### src/rtl/seg7_pkg.sv
// Shared constants, glyphs, state encoding and snapshot layout for the 6-digit time display.
package seg7_pkg;

    localparam int unsigned DIGITS  = 6;
    localparam int unsigned NIB_W   = 4;
    localparam int unsigned GLYPH_W = 7;
    localparam int unsigned SEG_W   = 8;
    localparam int unsigned IDX_W   = 3;
    localparam int unsigned BCD_W   = 8;

    // Active-low glyphs, bit order {dp,g,f,e,d,c,b,a}; dp is off in all of them.
    localparam logic [SEG_W-1:0] SEG_0    = 8'hC0;
    localparam logic [SEG_W-1:0] SEG_1    = 8'hF9;
    localparam logic [SEG_W-1:0] SEG_2    = 8'hA4;
    localparam logic [SEG_W-1:0] SEG_3    = 8'hB0;
    localparam logic [SEG_W-1:0] SEG_4    = 8'h99;
    localparam logic [SEG_W-1:0] SEG_5    = 8'h92;
    localparam logic [SEG_W-1:0] SEG_6    = 8'h82;
    localparam logic [SEG_W-1:0] SEG_7    = 8'hF8;
    localparam logic [SEG_W-1:0] SEG_8    = 8'h80;
    localparam logic [SEG_W-1:0] SEG_9    = 8'h90;
    localparam logic [SEG_W-1:0] SEG_DASH = 8'hBF;
    localparam logic [SEG_W-1:0] SEG_OFF  = 8'hFF;

    localparam logic [DIGITS-1:0] AN_OFF = 6'h3F;

    typedef enum logic {
        ST_BLANK = 1'b0,
        ST_DRIVE = 1'b1
    } scan_state_e;

    typedef struct packed {
        logic [BCD_W-1:0] hour;
        logic [BCD_W-1:0] minute;
        logic [BCD_W-1:0] second;
    } time_bcd_t;

    // Digit 0 is seconds units, digit 5 is hours tens.
    function automatic logic [NIB_W-1:0] digit_nibble(input time_bcd_t t,
                                                      input logic [IDX_W-1:0] idx);
        logic [NIB_W-1:0] nib;
        nib = 4'hF;
        case (idx)
            3'd0:    nib = t.second[3:0];
            3'd1:    nib = t.second[7:4];
            3'd2:    nib = t.minute[3:0];
            3'd3:    nib = t.minute[7:4];
            3'd4:    nib = t.hour[3:0];
            3'd5:    nib = t.hour[7:4];
            default: nib = 4'hF;
        endcase
        return nib;
    endfunction

endpackage

### src/rtl/bcd_to_seg7.sv
// Combinational BCD nibble to active-low 7-segment glyph {g..a}; non-decimal codes show a dash.
module bcd_to_seg7
    import seg7_pkg::*;
(
    input  logic [NIB_W-1:0]   bcd,
    output logic [GLYPH_W-1:0] glyph_c
);

    always_comb begin
        glyph_c = SEG_DASH[GLYPH_W-1:0];
        case (bcd)
            4'd0:    glyph_c = SEG_0[GLYPH_W-1:0];
            4'd1:    glyph_c = SEG_1[GLYPH_W-1:0];
            4'd2:    glyph_c = SEG_2[GLYPH_W-1:0];
            4'd3:    glyph_c = SEG_3[GLYPH_W-1:0];
            4'd4:    glyph_c = SEG_4[GLYPH_W-1:0];
            4'd5:    glyph_c = SEG_5[GLYPH_W-1:0];
            4'd6:    glyph_c = SEG_6[GLYPH_W-1:0];
            4'd7:    glyph_c = SEG_7[GLYPH_W-1:0];
            4'd8:    glyph_c = SEG_8[GLYPH_W-1:0];
            4'd9:    glyph_c = SEG_9[GLYPH_W-1:0];
            default: glyph_c = SEG_DASH[GLYPH_W-1:0];
        endcase
    end

endmodule

### src/rtl/seg7_time_scan_driver.sv
// Tear-free hh:mm:ss scan driver for a 6-digit common-anode display with inter-digit blanking.
// Optional ring blink is built only when SEG_BLINK_EN is defined.
module seg7_time_scan_driver
    import seg7_pkg::*;
#(
    parameter int unsigned CLK_FREQ_HZ  = 5_000_000,
    parameter int unsigned DIGIT_HZ     = 5_000,
    parameter int unsigned BLANK_CYCLES = 50,
    parameter int unsigned BLINK_HZ     = 2
) (
    input  logic              clk,
    input  logic              rst_n,
    input  logic [BCD_W-1:0]  hour_bcd_in,
    input  logic [BCD_W-1:0]  minute_bcd_in,
    input  logic [BCD_W-1:0]  second_bcd_in,
    input  logic              ring,
    input  logic              counting,
    output logic [DIGITS-1:0] an_n,
    output logic [SEG_W-1:0]  seg_n
);

    localparam int unsigned DWELL = CLK_FREQ_HZ / DIGIT_HZ;
    localparam int unsigned CNT_W = (DWELL > 1) ? $clog2(DWELL) : 1;

    localparam logic [CNT_W-1:0] DWELL_LAST = CNT_W'(DWELL - 1);
    localparam logic [CNT_W-1:0] BLANK_LAST = CNT_W'(BLANK_CYCLES - 1);
    localparam logic [IDX_W-1:0] IDX_LAST   = IDX_W'(DIGITS - 1);

    // The blank gap must be non-empty and leave some drive time in every dwell.
    if (BLANK_CYCLES == 0 || BLANK_CYCLES >= DWELL || BLINK_HZ == 0) begin : g_bad_cfg
        $error("seg7_time_scan_driver: invalid BLANK_CYCLES/DIGIT_HZ/BLINK_HZ combination");
    end

    logic [CNT_W-1:0]   dwell_cnt;
    logic [IDX_W-1:0]   digit_idx;
    time_bcd_t          snap_q;
    scan_state_e        state_q;
    scan_state_e        state_d;
    logic               dwell_wrap_c;
    logic               frame_wrap_c;
    logic [NIB_W-1:0]   nibble_c;
    logic [GLYPH_W-1:0] glyph_c;
    logic               dp_on_c;
    logic               blank_mask_c;
    logic [DIGITS-1:0]  an_d;
    logic [SEG_W-1:0]   seg_d;

    assign dwell_wrap_c = (dwell_cnt == DWELL_LAST);
    assign frame_wrap_c = dwell_wrap_c && (digit_idx == IDX_LAST);

    // Dwell counter and digit index.
    always_ff @(posedge clk or negedge rst_n) begin
        if (!rst_n) begin
            dwell_cnt <= '0;
            digit_idx <= '0;
        end else if (dwell_wrap_c) begin
            dwell_cnt <= '0;
            digit_idx <= (digit_idx == IDX_LAST) ? '0 : digit_idx + IDX_W'(1);
        end else begin
            dwell_cnt <= dwell_cnt + CNT_W'(1);
        end
    end

    // Frame snapshot: taken only as the index wraps 5->0 so a frame never mixes two times.
    always_ff @(posedge clk or negedge rst_n) begin
        if (!rst_n) begin
            snap_q <= '0;
        end else if (frame_wrap_c) begin
            snap_q <= '{hour: hour_bcd_in, minute: minute_bcd_in, second: second_bcd_in};
        end
    end

    // Blank/drive FSM: state register.
    always_ff @(posedge clk or negedge rst_n) begin
        if (!rst_n) begin
            state_q <= ST_BLANK;
        end else begin
            state_q <= state_d;
        end
    end

    // Blank/drive FSM: next state, aligned so BLANK covers dwell counts 0..BLANK_CYCLES-1.
    always_comb begin
        state_d = state_q;
        case (state_q)
            ST_BLANK: if (dwell_cnt == BLANK_LAST) state_d = ST_DRIVE;
            ST_DRIVE: if (dwell_wrap_c)            state_d = ST_BLANK;
            default:                               state_d = ST_BLANK;
        endcase
    end

    assign nibble_c = digit_nibble(snap_q, digit_idx);

    bcd_to_seg7 u_decode (
        .bcd     (nibble_c),
        .glyph_c (glyph_c)
    );

    // Separator dots between hh.mm and mm.ss follow counting live.
    assign dp_on_c = counting && ((digit_idx == IDX_W'(2)) || (digit_idx == IDX_W'(4)));

`ifdef SEG_BLINK_EN
    localparam int unsigned HALF    = CLK_FREQ_HZ / (2 * BLINK_HZ);
    localparam int unsigned BLINK_W = (HALF > 1) ? $clog2(HALF) : 1;
    localparam logic [BLINK_W-1:0] HALF_LAST = BLINK_W'(HALF - 1);

    logic [BLINK_W-1:0] blink_cnt;
    logic               hidden_q;

    // Holding the counter at zero while ring is low makes every rising edge start visible.
    always_ff @(posedge clk or negedge rst_n) begin
        if (!rst_n) begin
            blink_cnt <= '0;
            hidden_q  <= 1'b0;
        end else if (!ring) begin
            blink_cnt <= '0;
            hidden_q  <= 1'b0;
        end else if (blink_cnt == HALF_LAST) begin
            blink_cnt <= '0;
            hidden_q  <= ~hidden_q;
        end else begin
            blink_cnt <= blink_cnt + BLINK_W'(1);
        end
    end

    // Gating with live ring lets the display go steady on the same edge ring drops.
    assign blank_mask_c = ring & hidden_q;
`else
    logic unused_ring;
    assign unused_ring  = ring;
    assign blank_mask_c = 1'b0;
`endif

    // Output decode: next values for the registered anode/segment drivers.
    always_comb begin
        an_d  = AN_OFF;
        seg_d = SEG_OFF;
        if (state_q == ST_DRIVE) begin
            an_d  = ~(DIGITS'(1) << digit_idx);
            seg_d = {~dp_on_c, glyph_c};
        end
        if (blank_mask_c) begin
            an_d = AN_OFF;
        end
    end

    always_ff @(posedge clk or negedge rst_n) begin
        if (!rst_n) begin
            an_n  <= AN_OFF;
            seg_n <= SEG_OFF;
        end else begin
            an_n  <= an_d;
            seg_n <= seg_d;
        end
    end

endmodule

### config.mk
export PLATFORM = sky130hd
export DESIGN_NAME = seg7_time_scan_driver
export DESIGN_NICKNAME = d
export VERILOG_FILES = /design/src/rtl/seg7_pkg.sv /design/src/rtl/bcd_to_seg7.sv /design/src/rtl/seg7_time_scan_driver.sv
export SDC_FILE = /design/constraint.sdc
export NUM_CORES = 1
export LEC_CHECK = 0
export ABC_AREA = 1
export BUFFER_PORTS_ARGS = -buffer_cell sky130_fd_sc_hd__buf_2
export CAP_MARGIN = 40
export CORE_MARGIN = 2
export CORE_UTILIZATION = 46
export DETAILED_ROUTE_END_ITERATION = 6
export PLACE_DENSITY = 0.78
export REMOVE_ABC_BUFFERS = 1
export SYNTH_ARGS = -nofsm -noshare
export SYNTH_HDL_FRONTEND = slang
export SYNTH_SLANG_ARGS = --single-unit
export TNS_END_PERCENT = 30
### constraint.sdc
create_clock -name clk -period 2.95 [get_ports clk]
set_clock_uncertainty 0.15 [all_clocks]
set_input_delay 0.885 -clock clk [delete_from_list [all_inputs] [get_ports clk]]
set_output_delay 0.885 -clock clk [all_outputs]
set_load 0.005 [all_outputs]
==> results of run 1 <==
synth_stat cells (2+ instances only):
master	count	area share (%)
buf_6	4	1.7
nand2_1	114	16
or2_2	3	0.72
nand2_2	3	0.72
nand3_1	18	3.4
inv_4	2	0.48
ha_1	6	2.9
xor2_1	2	0.67
inv_1	22	3.2
dfrtp_1	38	36
nor3_1	6	1.1
inv_2	2	0.29
nor4_1	2	0.48
o21ai_0	26	5.0
nor2_4	2	0.86
clkbuf_1	3	0.43
dfstp_2	14	14
nand4_1	3	0.72
a21oi_1	4	0.77
nor2_1	27	3.9
final cells by class:
cell class              count  area share, %
multi-input cells         227           38.0
clock inverters             1          0.170
clock buffers               7           2.60
flip-flops and latches     52           44.9
repair buffers             41           7.50
well taps                  72           3.07
inverters                  28           3.79
worst max-delay path, stage by stage, from the launching register on:
cell	delay [ps]
dfrtp_1	570
clkinv_2	220
ha_1	330
nor2_1	200
nand2_2	100
nand2_1	60
inv_1	40
nand2_1	90
nor2_4	60
inv_1	100
ha_1	260
or2_2	300
nand2_1	70
through the flow:
| step | utilization (%) | area [sq um] | cells |
|---|---|---|---|
| 6_report | 53.3 | 2940 | 428 |
| 5_1_grt | 53.3 | 2940 | 428 |
| 4_1_cts | 53.3 | 2940 | 428 |
| 3_5_place_dp | 51.9 | 2860 | 420 |
| 3_3_place_gp | 51.9 | 2860 | 420 |
| 2_1_floorplan | - | 2540 | 307 |
sequential cells by signal (all words and copies together), names as in the netlist:
name / count
snap_q: 24
seg_n: 8
an_n: 6
state_q: 1
dwell_cnt: 10
digit_idx: 3
final timing paths:
check	start	end	slack, ps	cells after the start
max in group asynchronous	rst_n	an_n[1]$_DFF_PN1_	1610	2
min in group asynchronous	rst_n	snap_q[1]$_DFFE_PN0P_	410	1
hold reg to reg	snap_q[4]$_DFFE_PN0P_	snap_q[4]$_DFFE_PN0P_	360	2
setup / recovery	digit_idx[2]$_DFFE_PN0N_	seg_n[1]$_DFF_PN1_	350	12
setup reg to reg	digit_idx[2]$_DFFE_PN0N_	seg_n[1]$_DFF_PN1_	350	12
hold / removal	snap_q[4]$_DFFE_PN0P_	snap_q[4]$_DFFE_PN0P_	360	2
power by group:
part | internal [W] | leakage [nW] | switching, W
combinational | 0.0000144 | 0.763 | 0.0000177
sequential | 0.000713 | 0.539 | 0
clock | 0.000167 | 0.0422 | 0.000218
layer usage:
| layer | share of wire (%) | up-vias |
|---|---|---|
| li1 | - | 1080 |
| met1 | 48 | 926 |
| met2 | 46 | 52 |
| met3 | 4.5 | 9 |
| met4 | 2.3 | 0 |
| met5 | 0 | - |
kinds of logic (layout without fill, tap and decap cells):
| logic type | count (synthesis) | after routing | share of synthesized area [%] |
|---|---|---|---|
| xor+xnor | 2 | 2 | 0.670 |
| compound gates | 34 | 34 | 7.32 |
| flops | 52 | 52 | 50.5 |
| simple gates | 185 | 185 | 31.8 |
| fa+ha+maj | 6 | 6 | 2.87 |
| buf+inv | 37 | 77 | 6.89 |
==> impl_metrics.ini, run 1 <==
[synth]
synth_edf_count = 0
synth.distinct_cells = 35
async_flop_share_pct = 100
synth_flop_cell = dfrtp_1
syn_inst = 316
ys_seq_area_share_pct = 50.5
ys_ff_latch = 52
yosys_warnings = 0
synthesis.area_sq_um = 2610
avgSynthCellArea_sq_um = 8.27

[pwr]
power_density_nw_per_um2 = 385
vdd_drop_max_uv = 206
finalPower_w = 0.00113
p_leak_nw = 1.34

[cts]
clk_path_buf_depth = 2
htree_levels = 2
cts_hold_buf = 0
clock-sinks = 52
cts_root_buffer = clkbuf_8
cts_resized = 0
clk_latency_ps = 300
post-cts-setup-buffer-count = 0
cts_buffers = 5
clk_pin_slew_ps = 90
cts_tree = built

[routing]
drt_pass1_iterations = 4
wl_per_cell_microns = 11.7
antenna_left = 0
post-route-drc-count = 0
initialDrtViolationCount = 110
vias = 2067
vias_per_cell = 4.83
routed_wirelength_mm = 5.00

[global_route]
met1_usage_pct = 24.9
overflow = 0
grt-busiest-layer = met2
grt_pass1_vias = 1931
grt_start_max_net_pins = 29
grt_usage_pct = 17.8
grt_pass1_wl_mm = 8.75
antenna_found_initial = 0
grt_util_met3_pct = 3.51
grtUsageMet2_pct = 26.7

[final_layout]
drive_above_1_share_pct = 23.0
num-fill-cells = 533
final_common_cell = nand2_1
diodes = 0
fin_nets = 389
layout_common_cells = 114 x nand2_1, 40 x buf_2, 38 x dfrtp_1
regArea_sq_um = 1320
area_growth_pct = 12.4
multi_input_comb_area_sq_um = 1110

[placed_design]
io_buffers = 40
dp_hpwl_mm = 3.75
pre_cts_slack_ps = 387
gp_congestion = 0.896

[die]
io_pins = 42
rows = 27
initial_core_util_pct = 47.5
fp.coreArea_sq_um = 5510
die_h_microns = 79.4
die_area_sq_um = 6300
die_x_microns = 79.4

[timing]
hold_viol_final = 0
whs_ps = 359
fin_tns_setup_ps = 0
setup_viol = 0
period_minus_slack_ps = 2600
min_period_over_period_pct = 88.2
finalMaxSlewViolations = 0
rsz0062_at_grt = no
setup_ws_ps = 349
slew_headroom_pct = 62.0
tightest_slew_ps = 570
fmaxAchievable_ghz = 0.384

[setup_path]
critPathLaunchType = register
required_ps = 3050
crit_arrival_ps = 2700
cp_max_fo = 9
end_kind = register
critPathKind = register to register

[worst_hold_path]
hp-class = register to register

[flow_run]
cap_violations = 0

[status]
status = completed
(Power assumes the default switching activity.)
==> run 2, diff against run 1 <==
==> constraint.sdc (replaced) <==
create_clock -name clk -period 2.95 [get_ports clk]
set_clock_uncertainty 0.15 [all_clocks]
set_input_delay 0.4425 -clock clk [delete_from_list [all_inputs] [get_ports clk]]
set_output_delay 0.4425 -clock clk [all_outputs]
set_load 0.005 [all_outputs]
==> run 2 against run 1 <==
Effect of this change: via count up 1.2%; utilization increased by 0.45 points; combinational power is 6.2% higher; global-route usage up 0.25 points; non-clock buffer count up 3; cell area increased by 0.85%; sequential cell count unchanged; worst setup slack improved by 89 ps; power about the same; critical endpoint unchanged; sequential share of layout area decreased by 0.38 points; cell count rose by 0.70%; highest routed layer unchanged; first-iteration DRC count down 11%.
==> impl_metrics.ini, run 2 (synthesis gave the netlist of run 1 again) <==
[routing]
antenna_left = 0
wl_met1_mm = 2.40
met3_wirelength_microns = 181
top_layer = met4
vias = 2091
initialDrtViolationCount = 98
wl_met2_mm = 2.20
wl_per_cell_microns = 11.3
routed_wirelength_mm = 4.87
post-route-drc-count = 0
vias_per_cell = 4.85
drt_pass1_iterations = 4

[setup_path]
end_kind = register
critPathKind = register to register
critPathLaunchType = register
crit_arrival_ps = 2610
r2r-start = digit_idx[0]$_DFFE_PN0N_
critPathLaunch = digit_idx[0]$_DFFE_PN0N_
required_ps = 3050
reg2reg_slack_ps = 440
cp_max_fo = 9

[cts]
clk_latency_ps = 300
htree_levels = 2
cts_buffers = 5
clk_path_buf_depth = 2
cts_tree = built
clk_pin_slew_ps = 80
clock-sinks = 52
cts_root_buffer = clkbuf_8

[global_route]
overflow = 0
grt_usage_pct = 18.0
grt_start_max_net_pins = 34
antenna_found_initial = 0
grt_pass1_wl_mm = 8.85
grt_pass1_vias = 1984

[timing]
finalMaxSlewViolations = 0
fin_tns_setup_ps = 0
setup_viol = 0
tightest_slew_ps = 481
whs_ps = 125
rsz0062_at_grt = no
hold_viol_final = 0
period_minus_slack_ps = 2510
slew_headroom_pct = 67.8
min_period_over_period_pct = 85.2
fmaxAchievable_ghz = 0.398

[final_layout]
diodes = 0
largest_reg_flops = 24
area_growth_pct = 13.3
layout_common_cells = 114 x nand2_1, 40 x buf_2, 38 x dfrtp_1
top_register = snap_q
final_util_pct = 53.8
fin_nets = 392
final_common_cell = nand2_1
drive_above_1_share_pct = 23.4
postLayoutCellArea_sq_um = 2960
reg_top3 = snap_q: 24 flops, dwell_cnt: 10 flops, seg_n: 8 flops

[die]
die_x_microns = 79.4
initial_core_util_pct = 47.5
die_area_sq_um = 6300
fp.coreArea_sq_um = 5510
rows = 27
io_pins = 42
die_h_microns = 79.4

[pwr]
p_leak_nw = 1.36
sequentialPowerShare_pct = 63.1
power_switching_w = 0.000234
sw_frac_of_total_pct = 20.7
comb_power_share_pct = 3.0
finalPower_w = 0.00113
internal-power_w = 0.000896
power_density_nw_per_um2 = 382
clock_power_share_pct = 33.9
vdd_drop_max_uv = 225

[worst_hold_path]
hp-class = input port to register
hold_path_startpoint = counting

[flow_run]
cap_violations = 0

[placed_design]
postPlaceCellArea_sq_um = 2870
io_buffers = 40
dp_hpwl_mm = 3.70
gp_congestion = 0.882

[status]
status = completed
## run 2: critical path, cell delays in order (launching register included)
cell,delay [ps]
dfrtp_1,590
nand2_1,90
inv_1,60
ha_1,270
nor2_1,110
nand2_2,100
nand2_1,50
inv_1,40
nand2_1,70
nor2_4,140
inv_1,90
ha_1,320
or2_2,300
nand2_1,70
## run 2: power by group through the flow
stage / sequential, W / combinational [W] / clock (W)
5_1_grt: 0.000713 / 0.0000406 / 0.000438
2_1_floorplan: 0.000727 / 0.000000000336 / 0
4_1_cts: 0.000713 / 0.0000357 / 0.000400
3_5_place_dp: 0.000727 / 0.0000347 / 0
3_3_place_gp: 0.000727 / 0.0000305 / 0
6_report: 0.000713 / 0.0000341 / 0.000383
## run 2: path summary, 6_finish.rpt
| kind | endpoint | cells past startpoint |
|---|---|---|
| worst max-delay path | seg_n[1]$_DFF_PN1_ | 13 |
| worst min-delay path | seg_n[7]$_DFF_PN1_ | 2 |
| worst max register to register | seg_n[1]$_DFF_PN1_ | 13 |
| worst min register to register | snap_q[13]$_DFFE_PN0P_ | 2 |
| max in group asynchronous | an_n[1]$_DFF_PN1_ | 3 |
| min in group asynchronous | snap_q[1]$_DFFE_PN0P_ | 2 |
## run 2: area by class of cell
type | count | area (sq um)
multi-input combinational | 227 | 1110
clock buffer | 7 | 76.3
inverter | 28 | 111
sequential | 52 | 1320
tap | 72 | 90.1
timing repair buffer | 44 | 245
clock inverter | 1 | 5.00
fill | 513 | 2540
## run 2: timing repair
action,in CTS,in global routing
resized for setup,0,0
hold buffers,1,0
setup buffers,0,0
hold endpoints to repair,9,0
## run 2: per-layer routing
metal	global-route usage [%]	vias to the layer above
li1	-	1091
met1	25.4	952
met2	26.3	40
met3	4.41	8
met4	8.10	0
met5	0	-
## run 2: metrics by stage
stage,worst slack (ps),std cells
after global placement,530,421
final,438,431
after CTS,440,431
after detailed placement,464,422
after floorplan,672,307
after global routing,214,431
